**src/rtl/ip_filter_pkg.sv**
```systemverilog
// Shared types and defaults for the receive-side IPv4 address filter.
// Holds the controller state encoding and the rule table entry layout.
package ip_filter_pkg;

    typedef enum logic [2:0] {
        StSync,
        StIdle,
        StHdr,
        StIpcap,
        StDecide,
        StWaitEnd
    } state_e;

    localparam int unsigned DefaultIpOffset = 26;
    localparam int unsigned ByteCntW        = 16;

    typedef struct packed {
        logic        en;
        logic [31:0] ip;
    } rule_t;

endpackage

```
**src/rtl/ip_rule_cam.sv**
```systemverilog
// Software-written IPv4 rule table with a combinational priority match.
// When several enabled entries match, the lowest index is reported.
module ip_rule_cam
    import ip_filter_pkg::*;
#(
    parameter int unsigned NUM_RULES = 4,
    parameter int unsigned IDX_W     = 2
) (
    input  logic             rxcoreclk,
    input  logic             reset,
    input  logic             cfg_we_i,
    input  logic [IDX_W-1:0] cfg_idx_i,
    input  logic [31:0]      cfg_ip_i,
    input  logic             cfg_en_i,
    input  logic [31:0]      key_i,
    output logic             hit_o,
    output logic [IDX_W-1:0] hit_idx_o
);

    rule_t rules_q [NUM_RULES];

    always_ff @(posedge rxcoreclk) begin
        if (reset) begin
            for (int i = 0; i < int'(NUM_RULES); i++) begin
                rules_q[i] <= '0;
            end
        end else if (cfg_we_i) begin
            rules_q[cfg_idx_i] <= '{en: cfg_en_i, ip: cfg_ip_i};
        end
    end

    // Scan from the top down so the lowest matching index is the last writer.
    always_comb begin
        hit_o     = 1'b0;
        hit_idx_o = '0;
        for (int i = int'(NUM_RULES) - 1; i >= 0; i--) begin
            if (rules_q[i].en && (rules_q[i].ip == key_i)) begin
                hit_o     = 1'b1;
                hit_idx_o = IDX_W'(i);
            end
        end
    end

endmodule

```
**src/rtl/ip_filter_ctrl.sv**
```systemverilog
// IPv4 address filter controller: captures the IP field of each received frame,
// matches it against the rule table and issues one registered verdict per frame.
module ip_filter_ctrl
    import ip_filter_pkg::*;
#(
    parameter int unsigned NUM_RULES = 4,
    parameter int unsigned IDX_W     = 2,
    parameter int unsigned IP_OFFSET = DefaultIpOffset,
    parameter int unsigned CNT_W     = 16
) (
    input  logic             rxcoreclk,
    input  logic             reset,
    input  logic [7:0]       gmac_rx_data,
    input  logic             gmac_rx_dvld,
    input  logic             cfg_we,
    input  logic [IDX_W-1:0] cfg_idx,
    input  logic [31:0]      cfg_ip,
    input  logic             cfg_en,
    input  logic             cnt_clr,
    output logic             verdict_valid,
    output logic             verdict_drop,
    output logic [IDX_W-1:0] verdict_rule,
    output logic             verdict_short,
    output logic [CNT_W-1:0] pkt_cnt,
    output logic [CNT_W-1:0] drop_cnt
);

    localparam logic [ByteCntW-1:0] OffsetCnt = ByteCntW'(IP_OFFSET);

    state_e              state_q;
    logic [ByteCntW-1:0] byte_cnt_q;
    logic [1:0]          ip_cnt_q;
    logic [31:0]         ip_reg_q;
    logic                hit;
    logic [IDX_W-1:0]    hit_idx;
    logic                verdict_fire;
    logic                verdict_hit;

    ip_rule_cam #(
        .NUM_RULES (NUM_RULES),
        .IDX_W     (IDX_W)
    ) u_cam (
        .rxcoreclk (rxcoreclk),
        .reset     (reset),
        .cfg_we_i  (cfg_we),
        .cfg_idx_i (cfg_idx),
        .cfg_ip_i  (cfg_ip),
        .cfg_en_i  (cfg_en),
        .key_i     (ip_reg_q),
        .hit_o     (hit),
        .hit_idx_o (hit_idx)
    );

    // A frame dropping dvld before its IP field is complete still gets a verdict.
    assign verdict_fire = (state_q == StDecide) ||
                          (!gmac_rx_dvld && ((state_q == StHdr) || (state_q == StIpcap)));
    assign verdict_hit  = (state_q == StDecide) && hit;

    always_ff @(posedge rxcoreclk) begin
        if (reset) begin
            state_q       <= StSync;
            byte_cnt_q    <= '0;
            ip_cnt_q      <= '0;
            ip_reg_q      <= '0;
            verdict_valid <= 1'b0;
            verdict_drop  <= 1'b0;
            verdict_rule  <= '0;
            verdict_short <= 1'b0;
        end else begin
            verdict_valid <= verdict_fire;
            if (verdict_fire) begin
                verdict_drop  <= verdict_hit;
                verdict_rule  <= verdict_hit ? hit_idx : '0;
                verdict_short <= (state_q != StDecide);
            end

            unique case (state_q)
                StSync: begin
                    if (!gmac_rx_dvld) state_q <= StIdle;
                end
                StIdle: begin
                    if (gmac_rx_dvld) begin
                        byte_cnt_q <= ByteCntW'(1);
                        if (IP_OFFSET == 0) begin
                            ip_reg_q <= {24'h0, gmac_rx_data};
                            ip_cnt_q <= 2'd1;
                            state_q  <= StIpcap;
                        end else if (IP_OFFSET == 1) begin
                            ip_cnt_q <= 2'd0;
                            state_q  <= StIpcap;
                        end else begin
                            state_q  <= StHdr;
                        end
                    end
                end
                StHdr: begin
                    if (!gmac_rx_dvld) begin
                        state_q <= StIdle;
                    end else begin
                        byte_cnt_q <= byte_cnt_q + ByteCntW'(1);
                        if (byte_cnt_q + ByteCntW'(1) == OffsetCnt) begin
                            ip_cnt_q <= 2'd0;
                            state_q  <= StIpcap;
                        end
                    end
                end
                StIpcap: begin
                    if (!gmac_rx_dvld) begin
                        state_q <= StIdle;
                    end else begin
                        ip_reg_q <= {ip_reg_q[23:0], gmac_rx_data};
                        ip_cnt_q <= ip_cnt_q + 2'd1;
                        if (ip_cnt_q == 2'd3) state_q <= StDecide;
                    end
                end
                StDecide: begin
                    state_q <= gmac_rx_dvld ? StWaitEnd : StIdle;
                end
                StWaitEnd: begin
                    if (!gmac_rx_dvld) state_q <= StIdle;
                end
                default: state_q <= StSync;
            endcase
        end
    end

    always_ff @(posedge rxcoreclk) begin
        if (reset || cnt_clr) begin
            pkt_cnt  <= '0;
            drop_cnt <= '0;
        end else begin
            if (verdict_fire && (pkt_cnt != '1)) pkt_cnt <= pkt_cnt + CNT_W'(1);
            if (verdict_hit && (drop_cnt != '1)) drop_cnt <= drop_cnt + CNT_W'(1);
        end
    end

endmodule

```
**config.mk**
```make
export PLATFORM = sky130hd
export DESIGN_NAME = ip_filter_ctrl
export DESIGN_NICKNAME = d
export VERILOG_FILES = /design/src/rtl/ip_filter_pkg.sv /design/src/rtl/ip_rule_cam.sv /design/src/rtl/ip_filter_ctrl.sv
export SDC_FILE = /design/constraint.sdc
export NUM_CORES = 1
export LEC_CHECK = 0
export ABC_AREA = 1
export BUFFER_PORTS_ARGS = -buffer_cell sky130_fd_sc_hd__buf_2
export CAP_MARGIN = 10
export CELL_PAD_IN_SITES_DETAIL_PLACEMENT = 1
export CELL_PAD_IN_SITES_GLOBAL_PLACEMENT = 2
export CORE_ASPECT_RATIO = 0.75
export CORE_MARGIN = 2
export CORE_UTILIZATION = 36
export CTS_CLUSTER_SIZE = 8
export DETAILED_ROUTE_END_ITERATION = 12
export GPL_TIMING_DRIVEN = 1
export PLACE_DENSITY_LB_ADDON = 0.1
export SLEW_MARGIN = 20
export SYNTH_ARGS = -nofsm -noshare
export SYNTH_HDL_FRONTEND = slang
export SYNTH_HIERARCHICAL = 1
export SYNTH_SLANG_ARGS = --single-unit
export TNS_END_PERCENT = 10
```
**constraint.sdc**
```tcl
create_clock -name rxcoreclk -period 4 [get_ports rxcoreclk]
set_input_delay 0.4 -clock rxcoreclk [delete_from_list [all_inputs] [get_ports rxcoreclk]]
set_output_delay 0.4 -clock rxcoreclk [all_outputs]
set_load 0.03 [all_outputs]
```
# Word-level counts from Yosys, hierarchy flattened
# Memory sizes are Yosys's and may differ from the RTL's.
# Cells that the tools add are included.
[word_totals] register_bits=90 mem_bits_rw=132 in_bits=48 out_inout_bits=37 wordCells=89 mem_count=1
[op_classes] add_sub_neg=4 eq_ne=21 muxes=32 n_reduce_logical=21
[memory_table] name="u_cam.rules_q" depth=4 word_bits=33 read_ports=4 rd_clocked_by_memory_dff=0 wr=4 line_no="ip_rule_cam.sv:20" source="rule_t rules_q [NUM_RULES];"
[op_table] operator="32-bit equality test" n=4
[op_table] operator="16-bit by 1-bit adder with 16-bit output, second input constant" n=3
[op_table] operator="33-bit two-way mux" n=1
[op_table] operator="33-bit OR reduction" n=1
[op_table] operator="16-bit two-way mux" n=2
[op_table] operator="16-bit != test, second input constant" n=2
[op_table] operator="16-bit one-hot mux with 2 select lines" n=1
[op_table] operator="3-bit two-way mux" n=7
[op_table] operator="2-bit two-way mux" n=9
[op_table] operator="16-bit by 5-bit equality test with 1-bit output, second input constant" n=1
[op_table] operator="3-bit one-hot mux with 5 select lines" n=1
[op_table] operator="1-bit two-way mux" n=10
[op_table] operator="1-bit logical AND" n=8
[op_table] operator="2-bit != test, second input constant" n=4
[op_table] operator="4-bit AND reduction" n=2
[op_table] operator="3-bit by 2-bit equality test with 1-bit output, second input constant" n=2
[op_table] operator="3-bit equality test, second input constant" n=2
[op_table] operator="3-bit by 2-bit != test with 1-bit output, second input constant" n=2
[op_table] operator="2-bit one-hot mux with 2 select lines" n=1
[op_table] operator="2-bit nonzero test" n=2
[op_table] operator="3-bit by 1-bit equality test with 1-bit output, second input constant" n=1
[op_table] operator="3-bit zero test" n=1
[op_table] operator="1-bit logical OR" n=3
[op_table] operator="3-bit != test, second input constant" n=1
[op_table] operator="7 further kinds" n=7

# Logic depth before layout (Yosys ltp)
# Gate-level depths: netlist of run 1.
[logic_depth] ltp_word=8 ltp_mapped=20 depth_no_buf=20

# Modules after synthesis
# The synthesis of run 1 kept the hierarchy.
[by_module_without_submodules] mod="ip_rule_cam" n_inst=1 cells_each=804 area_per_inst_um2=6870.3 seq_area_each_um2=3963.8
[by_module_without_submodules] mod="ip_filter_ctrl" n_inst=1 cells_each=631 area_per_inst_um2=4331.7 seq_area_each_um2=1801.7

# Worst setup path before layout of run 1
# No wires, ideal clock.
[synth_path] path_type="input-to-reg" startpoint="input port cfg_idx[1]" endpoint="memory u_cam/rules_q[2][0] (netlist bit), enable pin" setup_time_ps=469 t_arrival_ps=3041 required_ps=3531 slack_ps=489 cell_stages=4 path_buffers=0 path_cell_list="inv_1 nor2_1 clkinv_1 o21ai_0"
[synth_lines] item="start: declaration" line_no="ip_filter_ctrl.sv:16" source="input logic [IDX_W-1:0] cfg_idx,"
[synth_lines] item="end: declaration" line_no="ip_rule_cam.sv:20"

# Final worst setup path of run 1
[layout_path] startpoint="register ip_reg_q[2]" endpoint="register drop_cnt[13]"
[layout_via] elab_chain_cells=8 word_cells_on_any_way=14 cone_classes="eq/ne: 4; mux: 4; reduce/logical: 6"
[layout_lines] item="start: declaration" line_no="ip_filter_ctrl.sv:33" source="logic [31:0] ip_reg_q;"
[layout_lines] item="start signal: assignment" line_no="ip_filter_ctrl.sv:85" source="ip_reg_q <= {24'h0, gmac_rx_data};"
[layout_lines] item="start signal: assignment" line_no="ip_filter_ctrl.sv:111" source="ip_reg_q <= {ip_reg_q[23:0], gmac_rx_data};"
[layout_lines] item="32-bit equality test" line_no="ip_rule_cam.sv:37" source="if (rules_q[i].en && (rules_q[i].ip == key_i)) begin"
[layout_lines] item="1-bit logical AND" line_no="ip_rule_cam.sv:37"
[layout_lines] item="1-bit two-way mux (3 in series)" line_no="ip_rule_cam.sv:37"
[layout_lines] item="1-bit two-way mux (*)" line_no="ip_rule_cam.sv:37"
[layout_lines] item="named net hit" line_no="ip_filter_ctrl.sv:34" source="logic hit;"
[layout_lines] item="1-bit logical AND (*)" line_no="ip_filter_ctrl.sv:57" source="assign verdict_hit = (state_q == StDecide) && hit;"
[layout_lines] item="1-bit logical AND (*)" line_no="ip_filter_ctrl.sv:133" source="if (verdict_hit && (drop_cnt != '1)) drop_cnt <= drop_cnt + CNT_W'(1);"
[layout_lines] item="end signal: assignment" line_no="ip_filter_ctrl.sv:133"
[layout_lines] item="end: declaration" line_no="ip_filter_ctrl.sv:25" source="output logic [CNT_W-1:0] drop_cnt"
# Mark *: on every way through the listed nets, which the timed path passes. The rest lies on a longest branch.
# A chain may end at the register's enable or synchronous reset.

==> results.json, run 1 <==
{
  "clk_pin_slew_ns": 0.06,
  "r2r-start": "ip_reg_q[2]$_SDFFE_PP0P_",
  "floorplan.initialDensity": 0.368,
  "coreArea_um2": 30400,
  "tns_ns": 0,
  "syn_inst": 1435,
  "grt_pass1_wl_um": 60500,
  "skew_ns": 0.0123,
  "synth_edf_count": 132,
  "drive_gt1_frac": 0.130,
  "die_x_um": 208,
  "crit_path_start_kind": "flip-flop",
  "synth_nets": 1488,
  "yosys.area_share.simple": 0.292,
  "r2r_slack_ns": 1.15,
  "drt_iter0_drc": 670,
  "crit_path_end_kind": "flip-flop",
  "grt_max_degree": 67,
  "cts_hold_buffers": 0,
  "synthDistinctLibCells": 47,
  "power_leakage_nw": 5.26,
  "layout_commonest_cell": "nand2_1",
  "synthXorXnorAreaFrac": 0.0297,
  "worst_slew_pin_slew_ns": 0.854,
  "htree_num_levels": 1,
  "cts_made_buffers": 31,
  "antenna_found_initial": 0,
  "synth_top_family_by_area": "simple AND/OR/NAND/NOR gates",
  "synth-seq-area-share": 0.515,
  "required_ns": 4.46,
  "maxCapViolations": 0,
  "muxShareOfSynthArea": 0,
  "worstSkewPairLatency_ns": 0.58,
  "port_buffers": 84,
  "fp.dieH_um": 157,
  "rr_endpoint": "drop_cnt[13]$_SDFFE_PP0P_",
  "antenna_left": 0,
  "via_count": 9882,
  "groute.usage.overall": 0.245,
  "synth_seq_cells": 222,
  "period_share": 0.712,
  "place_ws_ns": 1.18,
  "yosysTopAreaCell": "edfxtp_1",
  "layout_common_cells": "nand2_1 (365), nor2_1 (220), inv_1 (167)",
  "overflow": 0,
  "routabilityCongestion": 0.884,
  "row_count": 55,
  "synth_fa_ha_area_frac": 0.00558,
  "power_density_nw_per_um2": 450,
  "cts_tree": "yes",
  "maxSlewHeadroom": 0.430,
  "firstDrtPassIters": 5,
  "status": "finished, final reports clean",
  "worstHoldPathCells": 3,
  "hpwl_um": 28100,
  "syn_area_per_cell_um2": 7.81,
  "ctsResizeCount": 0,
  "setup_viol": 0,
  "min_to": "ip_reg_q[7]$_SDFFE_PP0P_",
  "ctsRootBufferMaster": "clkbuf_16",
  "hold_viol": 0,
  "fmax_mhz": 351,
  "async_flop_share": 0,
  "hold_path_class": "in -> reg",
  "synthTopCellsByArea": "edfxtp_1 (35%), dfxtp_1 (16%), nand2_1 (12%), nor2_1 (7.4%), inv_1 (5.6%)",
  "nFillCells": 3776,
  "worstPathArrival_ns": 3.31,
  "cts_sinks": 222,
  "worst-r2r-cell-count": 17,
  "grt_setup_unrepaired": "no",
  "crit_start": "ip_reg_q[2]$_SDFFE_PP0P_",
  "finalCriticalPeriod_ns": 2.85,
  "syn_to_final_growth_pct": 16.0,
  "cp_common_cell": "nand2_1",
  "max_stage_delay_ns": 0.60,
  "irDropWorstVdd_mv": 0.280,
  "wirelength_um": 39700,
  "wire_per_inst_um": 20.4,
  "final_nets": 1582,
  "syn_area_um2": 11200,
  "synthFlopType": "edfxtp_1",
  "pin_count": 85,
  "hold_start": "gmac_rx_data[7]",
  "yosys_warnings": 6,
  "path_class": "reg -> reg",
  "clk_path_buf_depth": 3,
  "fin_ws_ns": 1.15,
  "synth_compound_area_frac": 0.0762,
  "post_cts_buffers": 0,
  "via_per_inst": 5.07,
  "antenna_cells": 0,
  "cp_cell_sequence": "xnor2_1, nand2_1, nor2_1, nand2_1, nor2_1, nand3_1, nor2b_1, nand2_1, nand2_1, clkinv_1, nand2_2, inv_2, nand4_1, nor2_1, nand3_1, nand2_1, nor2_1",
  "dieArea_um2": 32600,
  "synth.top_cell.area_share": 0.354,
  "slew_violations": 0,
  "crit_fanout": 8,
  "grt_pass1_vias": 9900,
  "critPathSlowestCell": "dfxtp_1",
  "drc": 0
}
Yosys cell counts (2+ instances only):
cell type  number
nor2_2         11
buf_1           5
o22ai_1         3
nand3b_1        5
ha_1            5
nor3b_1         2
buf_2           2
nor3_2          4
or2_2           2
nor4_1          2
inv_2          29
a21oi_1        76
nand2_4         2
nor2_1        220
inv_1         168
nand3_1        76
o21bai_1        3
nand3_2         3
clkinv_1        6
o21ai_0        56
nor3_1         44
clkbuf_1       28
nand4_1        13
edfxtp_1      132
o21a_1          2
xnor2_1        26
o21ai_1        11
nor2_4          5
nand2_1       365
o211ai_1        2
xor2_1         12
nand2_2         8
or2_1           3
dfxtp_1        90
a21oi_2         2
through the flow:
| stage | hold slack (ns) | cells | utilization | cell area (um^2) | power (mW) |
|---|---|---|---|---|---|
| global placement | 0.448 | 1895 | 0.398 | 12100 | 3.41 |
| detailed placement | 0.460 | 1895 | 0.398 | 12100 | 3.42 |
| global route | 0.103 | 1951 | 0.427 | 13000 | 6.09 |
| floorplan | 0.440 | 1435 | - | 11200 | 3.12 |
| CTS | 0.0829 | 1951 | 0.427 | 13000 | 5.90 |
| finish | 0.0972 | 1951 | 0.427 | 13000 | 5.85 |
routing by layer:
layer	part of all wire	up-vias	track usage
met4	0.013	0	0.0422
met5	0	-	0
met1	0.51	4806	0.376
met3	0.061	34	0.0359
li1	-	4793	-
met2	0.42	249	0.368
cells by family after synthesis:
family,after synthesis
AO/OA/AOI/OAI,161
adder cells (fa/ha/maj),5
AND/OR/NAND/NOR,768
buffers and inverters,241
flip-flops,222
XOR/XNOR,38
sequential cells by signal, indices dropped and copies added, names as in the netlist:
signal         flops
verdict_rule       2
pkt_cnt           16
verdict_drop       1
u_cam/rules_q    132
state_q            3
verdict_valid      1
verdict_short      1
drop_cnt          16
ip_reg_q          32
ip_cnt_q           2
byte_cnt_q        16
worst max-delay path by stage:
stage | end | cells past startpoint
after floorplan | u_cam/rules_q[2][0]$_SDFFCE_PN0P_ | 4
after global placement | drop_cnt[13]$_SDFFE_PP0P_ | 19
after detailed placement | drop_cnt[13]$_SDFFE_PP0P_ | 17
after CTS | drop_cnt[13]$_SDFFE_PP0P_ | 17
after global routing | drop_cnt[15]$_SDFFE_PP0P_ | 18
final | drop_cnt[13]$_SDFFE_PP0P_ | 17
report_power, final:
part	switching (mW)	internal, mW	total [mW]
clock network	1.02	1.45	2.47
registers	0.0947	2.57	2.66
logic	0.533	0.185	0.719
total	1.65	4.20	5.85
area by class of cell:
| cell class | count | area (um^2) | share of cell area |
|---|---|---|---|
| repair buffers | 98 | 526 | 0.0404 |
| flip-flops and latches | 222 | 5770 | 0.444 |
| clock inverters | 1 | 20.0 | 0.00154 |
| well taps | 399 | 499 | 0.0384 |
| multi-input cells | 972 | 4550 | 0.350 |
| clock buffers | 55 | 866 | 0.0666 |
| inverters | 204 | 767 | 0.0590 |
worst max-delay path: cells and delay by family (launching register included):
kind | cells | cell delay, ns
XOR/XNOR | 1 | 0.20
buffers and inverters | 2 | 0.25
flip-flops | 1 | 0.60
AND/OR/NAND/NOR | 14 | 1.68
Power figures use the tool's default switching activity.
==> inputs of run 2 (changes only) <==
--- a/config.mk
+++ b/config.mk
@@ -12,7 +12,7 @@
 export CELL_PAD_IN_SITES_GLOBAL_PLACEMENT = 2
 export CORE_ASPECT_RATIO = 0.75
 export CORE_MARGIN = 2
-export CORE_UTILIZATION = 36
+export CORE_UTILIZATION = 32
 export CTS_CLUSTER_SIZE = 8
 export DETAILED_ROUTE_END_ITERATION = 12
 export GPL_TIMING_DRIVEN = 1
==> constraint.sdc (replaced) <==
create_clock -name rxcoreclk -period 2.4 [get_ports rxcoreclk]
set_input_delay 0.24 -clock rxcoreclk [delete_from_list [all_inputs] [get_ports rxcoreclk]]
set_output_delay 0.24 -clock rxcoreclk [all_outputs]
set_load 0.03 [all_outputs]
==> results.json, run 2 (same netlist as run 1, synthesis figures left out) <==
{
  "status": "finished, final reports clean",
  "grt_pass1_vias": 10300,
  "required_ns": 2.85,
  "coreArea_um2": 34600,
  "dieArea_um2": 36500,
  "top_register": "u_cam/rules_q",
  "pin_count": 85,
  "maxCapViolations": 0,
  "hold_viol": 0,
  "power_leakage_nw": 5.81,
  "die_x_um": 220,
  "layout_common_cells": "nand2_1 (357), nor2_1 (203), inv_1 (160)",
  "grt_max_degree": 67,
  "wire_per_inst_um": 19.9,
  "power_mw": 9.92,
  "hold_path_class": "in -> reg",
  "setup_viol": 0,
  "fmax_mhz": 434,
  "routabilityCongestion": 0.844,
  "irDropWorstVdd_mv": 0.438,
  "nFillCells": 4191,
  "cts_tree": "yes",
  "final_nets": 1669,
  "cp_cell_sequence": "buf_12, xnor2_2, nand2_1, nor3_2, nand3_2, nor2_4, nor2b_4, nand2_2, nand2_4, buf_4, nor4_1, xnor2_1, nor2_1",
  "drive_gt1_frac": 0.218,
  "critPathSlowestCell": "dfxtp_1",
  "path_class": "reg -> reg",
  "overflow": 0,
  "slew_violations": 0,
  "firstDrtPassIters": 5,
  "clk_path_buf_depth": 3,
  "row_count": 59,
  "antenna_cells": 0,
  "grt_use_met1": 0.366,
  "met2_usage": 0.337,
  "skew_ns": 0.00896,
  "antenna_left": 0,
  "period_share": 0.960,
  "crit_path_start_kind": "flip-flop",
  "drc": 0,
  "worstPathArrival_ns": 2.75,
  "hpwl_um": 30400,
  "finalCriticalPeriod_ns": 2.30,
  "busiest_layer": "met1",
  "floorplan.initialDensity": 0.324,
  "htree_num_levels": 1,
  "crit_path_end_kind": "flip-flop",
  "syn_to_final_growth_pct": 25.9,
  "cp_top_family": "simple AND/OR/NAND/NOR gates",
  "tns_ns": 0,
  "fp.dieH_um": 166,
  "antenna_found_initial": 0,
  "max_stage_delay_ns": 0.34,
  "layout_commonest_cell": "nand2_1",
  "power_density_nw_per_um2": 703,
  "cts_made_buffers": 31,
  "grt_setup_unrepaired": "yes",
  "reg_top3": "u_cam/rules_q x132, ip_reg_q x32",
  "via_per_inst": 4.86,
  "worstSkewPairLatency_ns": 0.57,
  "groute.usage.overall": 0.231,
  "grt_pass1_wl_um": 63500,
  "crit_buf_inv": 2,
  "largest_reg_flops": 132,
  "wirelength_um": 41800,
  "worst_slew_pin_slew_ns": 0.554,
  "grtUsageMet3": 0.0282,
  "cts_sinks": 222,
  "drt_iter0_drc": 784,
  "port_buffers": 84,
  "clk_pin_slew_ns": 0.05,
  "crit_fanout": 5,
  "ctsRootBufferMaster": "clkbuf_16",
  "maxSlewHeadroom": 0.630,
  "via_count": 10200
}
[run 2: cell count changes in the layout (fill, tap and decap cells not counted), moves of 8 or more]
cell     previous run  this run
dfxtp_1            90        64
nand2_1           365       357
dfxtp_2             0        19
nor2_2             11        23
nor2_1            220       203
buf_4              14        82
[run 2: metrics by stage]
step	worst slack (ns)	utilization	cells	area (um^2)	hold slack, ns
after floorplan	0.106	-	1435	11200	0.402
after global placement	-0.264	0.370	2023	12800	0.449
after detailed placement	-0.311	0.370	2023	12800	0.455
after CTS	0.00544	0.401	2087	13900	0.00478
after global routing	-0.106	0.408	2095	14100	0.0187
final	0.0954	0.408	2095	14100	0.0146
[run 2: worst register-to-register path, cell delays in order (launching register included)]
cell and delay (ns):
dfxtp_1 0.34, buf_12 0.14, xnor2_2 0.17, nand2_1 0.08, nor3_2 0.21, nand3_2 0.16
nor2_4 0.18, nor2b_4 0.06, nand2_2 0.08, nand2_4 0.07, buf_4 0.14, nor4_1 0.33
xnor2_1 0.16, nor2_1 0.05
[run 2: cell type report]
type | instances | area [um^2] | area share
flip-flops and latches | 222 | 5820 | 0.412
multi-input cells | 972 | 4750 | 0.337
repair buffers | 185 | 1300 | 0.0923
clock buffers | 54 | 872 | 0.0618
inverters | 204 | 790 | 0.0560
well taps | 457 | 572 | 0.0405
clock inverters | 1 | 8.76 | 0.000621
[run 2: worst paths after layout]
kind / slack, ns / start / cells past startpoint / to
worst max-delay path: 0.1 / ip_reg_q[23]$_SDFFE_PP0P_ / 13 / drop_cnt[12]$_SDFFE_PP0P_
worst min-delay path: 0.01 / gmac_rx_data[6] / 3 / ip_reg_q[6]$_SDFFE_PP0P_
worst max register to register: 0.1 / ip_reg_q[23]$_SDFFE_PP0P_ / 13 / drop_cnt[12]$_SDFFE_PP0P_
worst min register to register: 0.46 / verdict_rule[1]$_SDFFE_PP0P_ / 2 / verdict_rule[1]$_SDFFE_PP0P_
[run 2: power by group]
group / internal, mW / leakage [nW] / total [mW] / switching [mW]
registers: 4.27 / 2.03 / 4.43 / 0.158
clock network: 2.42 / 0.420 / 4.16 / 1.74
logic: 0.406 / 3.36 / 1.33 / 0.927
[run 2: timing repair]
action	CTS	global route
setup buffers	2	9
gates cloned	0	0
setup endpoints to repair	16	20
endpoints found under the hold margin	8	0
hold buffers	7	0
resized for setup	34	77
pin swaps	13	28
[run 2: metal layers]
metal  vias to the layer above  routed length (um)
met5                         -                   0
met4                         0                 654
met3                        45                2190
li1                       4963                   -
met2                       218               17300
met1                      4946               21600
